**config.mk**
```make
export PLATFORM = sky130hd
export DESIGN_NAME = conv2d_addr_gen
export DESIGN_NICKNAME = d
export VERILOG_FILES = /design/src/rtl/conv2d_addr_gen.sv
export SDC_FILE = /design/constraint.sdc
export NUM_CORES = 2
export LEC_CHECK = 0
export BUFFER_PORTS_ARGS = -buffer_cell sky130_fd_sc_hd__buf_2
export CORE_MARGIN = 8
export CORE_UTILIZATION = 52
export CTS_BUF_LIST = sky130_fd_sc_hd__clkbuf_4
export DETAILED_ROUTE_END_ITERATION = 10
export PLACE_DENSITY_LB_ADDON = 0.3
export RECOVER_POWER = 50
export SLEW_MARGIN = 10
export SYNTH_ARGS = -nofsm -noshare
export SYNTH_HDL_FRONTEND = slang
export SYNTH_SLANG_ARGS = --single-unit
```
**constraint.sdc**
```tcl
create_clock -name clkIn -period 6 [get_ports clkIn]
set_input_delay 0.6 -clock clkIn [delete_from_list [all_inputs] [get_ports clkIn]]
set_output_delay 0.6 -clock clkIn [all_outputs]
set_load 0.02 [all_outputs]
```
**src/rtl/conv2d_addr_gen.sv**
```systemverilog
// conv2d_addr_gen: address and lane-mask sequencer for the 2D convolution engine.
//
// Walks output rows, output cols, input channels, filter rows and VECTOR_SIZE-wide
// filter-column chunks (innermost last in that list), emitting one beat per step on a
// valid/ready stream. Addresses come from incremental accumulators; the only products
// (plane size, stride*cols) are formed once while checking the configuration.
//
// Ports:
//   clkIn, rstIn           clock, synchronous active-high reset
//   startIn                start pulse, sampled only in IDLE (config latched then)
//   dataRowsIn..numChanIn  feature map / filter dimensions and channel count
//   strideIn               row and column stride
//   dataBaseIn, filtBaseIn element base addresses of channel 0
//   busyOut                high from the cycle after start until return to IDLE
//   doneOut, errorOut      one-cycle completion / illegal-configuration pulses
//   validOut, readyIn      beat handshake
//   dataAddrOut            data element address of lane 0
//   filtAddrOut            filter element address of lane 0
//   maskOut                lane enables
//   lastOut                final beat of one output position's dot product
module conv2d_addr_gen #(
  parameter int unsigned CNT_WIDTH    = 12,
  parameter int unsigned ADDR_WIDTH   = 16,
  parameter int unsigned VECTOR_SIZE  = 8,
  parameter int unsigned STRIDE_WIDTH = 4
) (
  input  logic                    clkIn,
  input  logic                    rstIn,
  input  logic                    startIn,
  input  logic [CNT_WIDTH-1:0]    dataRowsIn,
  input  logic [CNT_WIDTH-1:0]    dataColsIn,
  input  logic [CNT_WIDTH-1:0]    filtRowsIn,
  input  logic [CNT_WIDTH-1:0]    filtColsIn,
  input  logic [CNT_WIDTH-1:0]    numChanIn,
  input  logic [STRIDE_WIDTH-1:0] strideIn,
  input  logic [ADDR_WIDTH-1:0]   dataBaseIn,
  input  logic [ADDR_WIDTH-1:0]   filtBaseIn,
  output logic                    busyOut,
  output logic                    doneOut,
  output logic                    errorOut,
  output logic                    validOut,
  input  logic                    readyIn,
  output logic [ADDR_WIDTH-1:0]   dataAddrOut,
  output logic [ADDR_WIDTH-1:0]   filtAddrOut,
  output logic [VECTOR_SIZE-1:0]  maskOut,
  output logic                    lastOut
);

  // One extra bit so column/position sums never wrap for maximal dimensions.
  localparam int unsigned CW = CNT_WIDTH + 1;
  localparam logic [CW-1:0] VecStep = CW'(VECTOR_SIZE);
  localparam logic [ADDR_WIDTH-1:0] VecAddr = ADDR_WIDTH'(VECTOR_SIZE);
  localparam logic [CNT_WIDTH-1:0] CntOne = CNT_WIDTH'(1);

  typedef enum logic [1:0] {StIdle, StCheck, StRun, StDone} stateT;

  stateT stateQ;

  // Latched configuration.
  logic [CNT_WIDTH-1:0]    dataRowsQ, dataColsQ, filtRowsQ, filtColsQ, numChanQ;
  logic [STRIDE_WIDTH-1:0] strideQ;
  logic [ADDR_WIDTH-1:0]   dataBaseQ, filtBaseQ;
  logic [ADDR_WIDTH-1:0]   planeQ;    // dataRows*dataCols
  logic [ADDR_WIDTH-1:0]   rowStepQ;  // stride*dataCols

  // Loop counters. Output positions are tracked by their end (pos + filter size).
  logic [CW-1:0]        fcQ;
  logic [CNT_WIDTH-1:0] frQ, chQ;
  logic [CW-1:0]        ocEndQ, orEndQ;

  // Address accumulators, outermost to innermost.
  logic [ADDR_WIDTH-1:0] rowStartQ;    // dataBase + orw*dataCols
  logic [ADDR_WIDTH-1:0] posBaseQ;     // + oc
  logic [ADDR_WIDTH-1:0] chanBaseQ;    // + ch*plane
  logic [ADDR_WIDTH-1:0] rowBaseQ;     // + fr*dataCols
  logic [ADDR_WIDTH-1:0] filtRowBaseQ; // filtBase + ch*fr*fc + fr*filtCols

  logic                   fcLast, frLast, chLast, ocLast, orLast;
  logic [CW-1:0]          nFc, strideExt;
  logic [CNT_WIDTH-1:0]   nFr, nCh;
  logic [VECTOR_SIZE-1:0] nMask;
  logic                   nLast, firstLast, cfgLegal, xfer;
  logic [ADDR_WIDTH-1:0]  colsA, filtColsA, strideA;

  function automatic logic [VECTOR_SIZE-1:0] laneMask(input logic [CW-1:0] fc,
                                                     input logic [CNT_WIDTH-1:0] cols);
    logic [VECTOR_SIZE-1:0] m;
    m = '0;
    for (int i = 0; i < VECTOR_SIZE; i++) begin
      m[i] = (fc + CW'(i)) < CW'(cols);
    end
    return m;
  endfunction

  always_comb begin
    strideExt = CW'(strideQ);
    colsA     = ADDR_WIDTH'(dataColsQ);
    filtColsA = ADDR_WIDTH'(filtColsQ);
    strideA   = ADDR_WIDTH'(strideQ);

    fcLast = (fcQ + VecStep) >= CW'(filtColsQ);
    frLast = (frQ + CntOne) == filtRowsQ;
    chLast = (chQ + CntOne) == numChanQ;
    ocLast = (ocEndQ + strideExt) > CW'(dataColsQ);
    orLast = (orEndQ + strideExt) > CW'(dataRowsQ);

    nFc = fcLast ? '0 : fcQ + VecStep;
    nFr = !fcLast ? frQ : (frLast ? '0 : frQ + CntOne);
    nCh = !(fcLast && frLast) ? chQ : (chLast ? '0 : chQ + CntOne);

    nMask = laneMask(nFc, filtColsQ);
    nLast = ((nFc + VecStep) >= CW'(filtColsQ)) && ((nFr + CntOne) == filtRowsQ) &&
            ((nCh + CntOne) == numChanQ);
    firstLast = (VecStep >= CW'(filtColsQ)) && (filtRowsQ == CntOne) &&
                (numChanQ == CntOne);

    cfgLegal = (dataRowsQ != '0) && (dataColsQ != '0) && (filtRowsQ != '0) &&
               (filtColsQ != '0) && (numChanQ != '0) && (strideQ != '0) &&
               (filtRowsQ <= dataRowsQ) && (filtColsQ <= dataColsQ);

    xfer = validOut && readyIn;
  end

  always_ff @(posedge clkIn) begin
    if (rstIn) begin
      stateQ       <= StIdle;
      busyOut      <= 1'b0;
      doneOut      <= 1'b0;
      errorOut     <= 1'b0;
      validOut     <= 1'b0;
      lastOut      <= 1'b0;
      maskOut      <= '0;
      dataAddrOut  <= '0;
      filtAddrOut  <= '0;
      dataRowsQ    <= '0;
      dataColsQ    <= '0;
      filtRowsQ    <= '0;
      filtColsQ    <= '0;
      numChanQ     <= '0;
      strideQ      <= '0;
      dataBaseQ    <= '0;
      filtBaseQ    <= '0;
      planeQ       <= '0;
      rowStepQ     <= '0;
      fcQ          <= '0;
      frQ          <= '0;
      chQ          <= '0;
      ocEndQ       <= '0;
      orEndQ       <= '0;
      rowStartQ    <= '0;
      posBaseQ     <= '0;
      chanBaseQ    <= '0;
      rowBaseQ     <= '0;
      filtRowBaseQ <= '0;
    end else begin
      doneOut  <= 1'b0;
      errorOut <= 1'b0;
      unique case (stateQ)
        StIdle: begin
          if (startIn) begin
            dataRowsQ <= dataRowsIn;
            dataColsQ <= dataColsIn;
            filtRowsQ <= filtRowsIn;
            filtColsQ <= filtColsIn;
            numChanQ  <= numChanIn;
            strideQ   <= strideIn;
            dataBaseQ <= dataBaseIn;
            filtBaseQ <= filtBaseIn;
            busyOut   <= 1'b1;
            stateQ    <= StCheck;
          end
        end

        StCheck: begin
          if (!cfgLegal) begin
            errorOut <= 1'b1;
            busyOut  <= 1'b0;
            stateQ   <= StIdle;
          end else begin
            planeQ       <= ADDR_WIDTH'(dataRowsQ) * ADDR_WIDTH'(dataColsQ);
            rowStepQ     <= strideA * colsA;
            fcQ          <= '0;
            frQ          <= '0;
            chQ          <= '0;
            ocEndQ       <= CW'(filtColsQ);
            orEndQ       <= CW'(filtRowsQ);
            rowStartQ    <= dataBaseQ;
            posBaseQ     <= dataBaseQ;
            chanBaseQ    <= dataBaseQ;
            rowBaseQ     <= dataBaseQ;
            filtRowBaseQ <= filtBaseQ;
            dataAddrOut  <= dataBaseQ;
            filtAddrOut  <= filtBaseQ;
            maskOut      <= laneMask('0, filtColsQ);
            lastOut      <= firstLast;
            validOut     <= 1'b1;
            stateQ       <= StRun;
          end
        end

        StRun: begin
          // Beat outputs only move on a transfer, so they hold while stalled.
          if (xfer) begin
            fcQ     <= nFc;
            frQ     <= nFr;
            chQ     <= nCh;
            maskOut <= nMask;
            lastOut <= nLast;
            if (!fcLast) begin
              dataAddrOut <= dataAddrOut + VecAddr;
              filtAddrOut <= filtAddrOut + VecAddr;
            end else if (!frLast) begin
              rowBaseQ     <= rowBaseQ + colsA;
              dataAddrOut  <= rowBaseQ + colsA;
              filtRowBaseQ <= filtRowBaseQ + filtColsA;
              filtAddrOut  <= filtRowBaseQ + filtColsA;
            end else if (!chLast) begin
              // Filter channels are contiguous, so the row base just keeps stepping.
              chanBaseQ    <= chanBaseQ + planeQ;
              rowBaseQ     <= chanBaseQ + planeQ;
              dataAddrOut  <= chanBaseQ + planeQ;
              filtRowBaseQ <= filtRowBaseQ + filtColsA;
              filtAddrOut  <= filtRowBaseQ + filtColsA;
            end else if (!ocLast) begin
              ocEndQ       <= ocEndQ + strideExt;
              posBaseQ     <= posBaseQ + strideA;
              chanBaseQ    <= posBaseQ + strideA;
              rowBaseQ     <= posBaseQ + strideA;
              dataAddrOut  <= posBaseQ + strideA;
              filtRowBaseQ <= filtBaseQ;
              filtAddrOut  <= filtBaseQ;
            end else if (!orLast) begin
              ocEndQ       <= CW'(filtColsQ);
              orEndQ       <= orEndQ + strideExt;
              rowStartQ    <= rowStartQ + rowStepQ;
              posBaseQ     <= rowStartQ + rowStepQ;
              chanBaseQ    <= rowStartQ + rowStepQ;
              rowBaseQ     <= rowStartQ + rowStepQ;
              dataAddrOut  <= rowStartQ + rowStepQ;
              filtRowBaseQ <= filtBaseQ;
              filtAddrOut  <= filtBaseQ;
            end else begin
              validOut <= 1'b0;
              lastOut  <= 1'b0;
              maskOut  <= '0;
              doneOut  <= 1'b1;
              stateQ   <= StDone;
            end
          end
        end

        StDone: begin
          busyOut <= 1'b0;
          stateQ  <= StIdle;
        end

        default: stateQ <= StIdle;
      endcase
    end
  end

endmodule

```
**Yosys cells after proc, flatten, opt, wreduce, memory -nomap -nowiden**

Cells that the tools add are included.

- Register bits: 318
- Input bits: 100
- Output and inout bits: 45

- Add/sub/neg operators: 22
- $mul: 2
- $lt $le $gt $ge: 23
- Eq/ne operators: 23
- Mux-type cells: 104
- Bitwise operators: 7
- Reduce and logical (&&, ||, !) cells: 35

Operators by type and width:

| cell | count |
|---|---|
| 2-to-1 mux 16 bit | 30 |
| case mux 16 bit (2 select lines) | 7 |
| 2-to-1 mux 13 bit | 17 |
| < comparator 13 x 12 -> 1 bit | 8 |
| 2-to-1 mux 12 bit | 7 |
| case mux 13 bit (2 select lines) | 3 |
| nonzero test 12 bit | 5 |
| 2-to-1 mux 8 bit | 7 |
| adder 13 x 3 -> 13 bit, second input constant | 4 |
| adder 12 x 1 -> 12 bit, second input constant | 4 |
| equality test 12 bit | 4 |
| < comparator 3 x 12 -> 1 bit, first input constant | 4 |
| case mux 12 bit (2 select lines) | 2 |
| adder 16 x 12 -> 16 bit | 2 |
| adder 16 bit | 2 |
| adder 16 x 4 -> 16 bit, second input constant | 2 |
| adder 13 x 2 -> 13 bit, second input constant | 2 |
| adder 13 x 4 -> 13 bit | 2 |
| adder 13 x 4 -> 13 bit, second input constant | 2 |
| greater-or-equal comparator 13 x 12 -> 1 bit | 2 |
| greater-than comparator 13 x 12 -> 1 bit | 2 |
| equality test 12 x 1 -> 1 bit, second input constant | 2 |
| less-or-equal comparator 12 bit | 2 |
| < comparator 1 x 12 -> 1 bit, first input constant | 2 |
| 34 further kinds | 92 |

**Depth between registers and ports, before layout**

- Word-level depth: 15
- Depth in mapped cells: 34
- Mapped depth without buffers: 28

**Least setup slack after synthesis**

No wires, ideal clock.

- Path type: register -> register
- Start point: register fcQ[3]
- End point: register lastOut
- Library setup time: 59 ps
- Data arrival time: 6015 ps
- Data required time: 5941 ps
- Slack: -73 ps
- Stages on the path, launching flop included: 28
- Path buffers: 7
- Clock period less this slack: 6073 ps
- Cells stage by stage: dfxtp_1 > clkbuf_1 > nand3_1 > xor2_1 > clkinv_1 > ha_1 > a21o_1 > nand3_1 > a21oi_1 > a211o_1 > buf_2 > buf_2 > buf_2 > buf_2 > clkbuf_1 > clkbuf_1 > nor2_1 > xnor2_1 > ha_1 > nand4_1 > o211ai_1 > a211o_1 > a211oi_1 > a2111oi_0 > nand4_1 > or4_1 > nor4_2 > a31o_1

- Word-level cells in the longest chain between the ends: 14

RTL lines:

| element | line | RTL |
|---|---|---|
| start, declared | 67 | `logic [CW-1:0] fcQ;` |
| start signal, assigned | 204 | `fcQ <= nFc;` |
| adder 13 x 4 -> 13 bit (*) | 101, 107 |  |
| greater-or-equal comparator 13 x 12 -> 1 bit | 101 | `fcLast = (fcQ + VecStep) >= CW'(filtColsQ);` |
| 2-to-1 mux 13 bit (tied with other cells) | 107 | `nFc = fcLast ? '0 : fcQ + VecStep;` |
| adder 13 x 4 -> 13 bit (tied with other cells) | 112 | `nLast = ((nFc + VecStep) >= CW'(filtColsQ)) && ((nFr + CntOne) == filtRowsQ) &&` |
| greater-or-equal comparator 13 x 12 -> 1 bit (tied with other cells) | 112 |  |
| logical AND 1 bit / equality test 12 bit (equally long branches) | 112, 113 |  |
| logical AND 1 bit | 112 |  |
| 2-to-1 mux 1 bit | 232 | `end else if (!orLast) begin` |
| 2-to-1 mux 1 bit | 224 | `end else if (!ocLast) begin` |
| 2-to-1 mux 1 bit | 217 | `end else if (!chLast) begin` |
| 2-to-1 mux 1 bit | 212 | `end else if (!frLast) begin` |
| 2-to-1 mux 1 bit (*) | 209 | `if (!fcLast) begin` |
| 2-to-1 mux 1 bit (*) | 203 | `if (xfer) begin` |
| case mux 1 bit (2 select lines) (*) | 158 | `unique case (stateQ)` |
| end signal, assigned | 195 | `lastOut <= firstLast;` |
| end signal, assigned | 208 | `lastOut <= nLast;` |
| end, declared | 46 | `output logic lastOut` |

Mark *: on every way between the ends. The rest lies on a longest branch, timed or not. The select of a mux whose other input is x is not followed.
A chain may end at the register's enable or synchronous reset.

**Final worst setup path**

Same ends and word-level chain as after synthesis.

==> results.md <==
- Outcome: complete, but fails checks
- Failing checks: capacitance limit, slew limit
- First-pass GRT wire length: 155000 um
- Synth Register Bits: 318
- Synthesized area per cell: 7.60 um2
- Post-route ant nets: 0
- Clock power share: roughly 34%
- Core area: 55300 um2
- Hold Fails Final Rpt: 0
- Routed WL per cell: 20.5 um
- EDFF count, synth: 0
- Vias per cell: approximately 6.1
- Bufs and invs on worst path: 4
- Power density cells: 182 nW/um2
- Vias in the first global route: ~28000
- Synth warn: 0
- Filler cells: 5169
- CP endpoint kind: flop
- DRT iter0 DRCs: 2587
- All-Layer GR Usage: about 30%
- Placed cells: 4602
- Drt pass-1 iters: 5
- IR drop worst, VDD: approximately 0.00012 V
- Clk root buf: clkbuf_4
- Fin util: between 50% and 60%
- H-tree depth: 3
- Area growth, synth to finish: 11.8%
- Largest net degree at the start of global routing: 111
- Setup-failing EPs final: 0
- Area of the mapped netlist: 29200 um2
- Internal cell power: roughly 0.0038 W
- Critical path's slowest cell: or4_1
- Gate power share: between 20% and 30%
- DRC: 0
- Part of the power in registers: 40.0%
- DIE WIDTH: between 200 and 300 um
- Fin cells: 4843
- Top Ports: 145
- RSZ-0062 raised after global routing: no
- Setup slack at placement: -0.0271 ns
- NumNets Final: 4511
- Net Sw Frac: between 30 and 40%
- Startpoint types: flop
- HP Class: primary input to flop
- Delay-heaviest family, CP: compound AO/OA/AOI/OAI gates
- Worst Setup Path Type: flop to flop
- Crit path DAT: 6.50 ns
- Final HPWL DP: 72500 um
- Sequential-to-total area share from yosys stat: 21.8%
- Initial antenna violation count: 6
- Post-synth top area share: a little over a fifth
- Height of the die: 253 um
- Psw: 0.00213 W
- Clk sinks: 318
- Site row count: between 80 and 90
- P_leak: 13.6 nW
- CTS tree: yes
- Clk_skew: 0.0954 ns
- Synth unique cells: 98
- Worst setup margin: 0.357 ns
- Worst slew margin: -160%
- Tcrit/Tclk final: 94.0%
- GPL Wtd Cong: 1.05
- # Max-Cap Violations: 1
- Critical path peak fanout: 23
- Worst slew pin tran: 3.90 ns
- Async S/R FF share, synth: 0%
- Total CTS buffers: 90
- Area contributors post-synth: dfxtp_1 (22%), ha_1 (12%), nand2_1 (7.2%), fa_1 (7.0%), a21oi_1 (5.6%)
- Post-route minimum period: 5.64 ns
- Main flop type after synthesis: dfxtp_1
- Via count: 29400
- Clk pin slew, worst setup/hold paths: 0.08 ns
- Required time worst endpoint: 6.85 ns
- Initial core utilization: 52.7%
- Die area: 63900 um2
- WL final: 99300 um
- Syn Inst Count: 3836
- I/O Buffers: 144
- Post-CTS Setup Inserts: 0
- Layout cells sized above 1: about a tenth
- Worst skew pair latency: ~0.9 ns
- Highest Clock Rate: between 150 and 200 MHz
- Syn_nets: approximately 4300
- Slew Limit Fails: just under 100
- Synth area leader: dfxtp_1
- Max Buffers Root-to-Sink: 3
- Total grt overflow: 0
- Worst path max stage delay: about 0.55 ns
-- layout make-up --
class	count	area, um2	area share, %
clock inverter	35	174	0.534
tap	748	936	2.87
inverter	224	841	2.58
clock buffer	121	908	2.79
antenna	8	20.0	0.0614
sequential	318	6370	19.5
timing repair buffer	328	2260	6.94
multi-input combinational	3061	21100	64.7
-- worst register-to-register path: stages, from the launching register on --
cell,delay [ns]
dfxtp_1,0.35
buf_4,0.26
nand3_1,0.15
xor2_1,0.21
buf_4,0.18
clkinv_1,0.20
ha_1,0.38
a21o_1,0.11
nand3_1,0.08
a21oi_1,0.35
a211o_4,0.27
buf_4,0.29
nor2_1,0.11
nand3_1,0.19
a21oi_1,0.12
ha_1,0.33
a21oi_1,0.07
nor2b_1,0.11
o21ai_0,0.09
o211ai_1,0.11
a211o_1,0.16
nor2_1,0.08
a2111oi_4,0.40
nand4_1,0.12
or4_1,0.55
nor4_2,0.24
a31o_1,0.16
-- flip-flops by register name (all words and copies together) (netlist names), 8 cells and up, named ones only --
signal / count
chQ: 12
chanBaseQ: 16
dataAddrOut: 16
dataBaseQ: 16
dataColsQ: 12
dataRowsQ: 12
fcQ: 13
filtAddrOut: 16
filtBaseQ: 16
filtColsQ: 12
filtRowBaseQ: 16
filtRowsQ: 12
frQ: 12
maskOut: 8
numChanQ: 12
ocEndQ: 13
orEndQ: 13
planeQ: 16
posBaseQ: 16
rowBaseQ: 16
rowStartQ: 16
rowStepQ: 16
-- logic make-up (layout without fill, tap and decap cells) --
group | after synthesis | count (layout) | share of synthesized area [%]
flip-flops | 318 | 318 | 21.8
AND/OR/NAND/NOR | 1439 | 1439 | 22.5
XOR/XNOR | 250 | 250 | 7.54
adder cells (fa/ha/maj) | 389 | 389 | 19.3
buffers and inverters | 457 | 708 | 6.21
multiplexers | 43 | 43 | 1.55
other | 0 | 8 | 0
AO/OA/AOI/OAI | 940 | 940 | 21.0
-- power by group through the flow --
| stage | Clock, W | Combinational [W] | Sequential (W) |
|---|---|---|---|
| detailed placement | 0 | 0.00149 | 0.00240 |
| CTS | 0.00202 | 0.00154 | 0.00236 |
| global placement | 0 | 0.00147 | 0.00240 |
| finish | 0.00198 | 0.00157 | 0.00236 |
| global route | 0.00213 | 0.00172 | 0.00237 |
| floorplan | 0 | 0.00102 | 0.00236 |
-- final timing paths --
check / startpoint / to / slack, ns / cells after the start
setup / recovery: fcQ[3]$_SDFFE_PP0P_ / lastOut$_SDFFE_PP0P_ / 0.36 / 26
hold / removal: filtBaseIn[4] / filtBaseQ[4]$_SDFFE_PP0P_ / 0.03 / 3
setup reg to reg: fcQ[3]$_SDFFE_PP0P_ / lastOut$_SDFFE_PP0P_ / 0.36 / 26
hold reg to reg: dataBaseQ[0]$_SDFFE_PP0P_ / dataBaseQ[0]$_SDFFE_PP0P_ / 0.45 / 2
-- cell usage in the layout, fill, tap and decap left out, types with 36 or more instances in the layout --
cell type / n
dlygate4sd3_1: 77
nor2_1: 390
clkbuf_1: 48
nor3_1: 95
a211oi_1: 79
buf_2: 98
nand3_1: 95
nand2_1: 556
o21ai_0: 117
ha_1: 285
fa_1: 102
a311oi_1: 37
buf_4: 102
o21a_1: 64
and3_1: 40
and2_1: 51
xnor2_1: 167
nand4_1: 36
nor2b_1: 42
a21o_1: 44
clkbuf_4: 121
xor2_1: 82
inv_1: 218
dfxtp_1: 318
a21oi_1: 327
-- metal layers --
metal	vias up	GRT usage (%)	routed length (um)	share of wire (%)
li1	13800	-	-	-
met1	13800	38.7	40300	41
met2	1417	49.0	45000	45
met3	309	5.70	9040	9.1
met5	-	0	0	0
met4	0	14.4	4950	5.0
-- cell usage after synthesis (64+ instances only) --
cell and count:
clkbuf_1 170, o21ai_0 119, nand3_1 95, dfxtp_1 318, a211oi_1 80, a21oi_1 329, xor2_1 82, nor3_1 95
o21a_1 64, nor2_1 392, xnor2_1 167, nand2_1 557, fa_1 102, ha_1 286, inv_1 218
-- timing repair --
action                                  CTS  global route
endpoints found under the setup margin    0             1
resized for setup                         0             3
endpoints found under the hold margin    75             2
hold buffers                             75             2
-- stage by stage --
stage	power [W]	instance area [um2]	TNS (ns)	hold WS, ns
finish	0.00592	32600	0	0.0336
global route	0.00622	32600	0	-0.0160
CTS	0.00591	32600	0	0.00395
detailed placement	0.00389	30800	-0.0271	0.443
global placement	0.00387	30800	0	0.441
floorplan	0.00338	29200	0	0.432
Note: power is estimated with default switching activity, not from simulation.
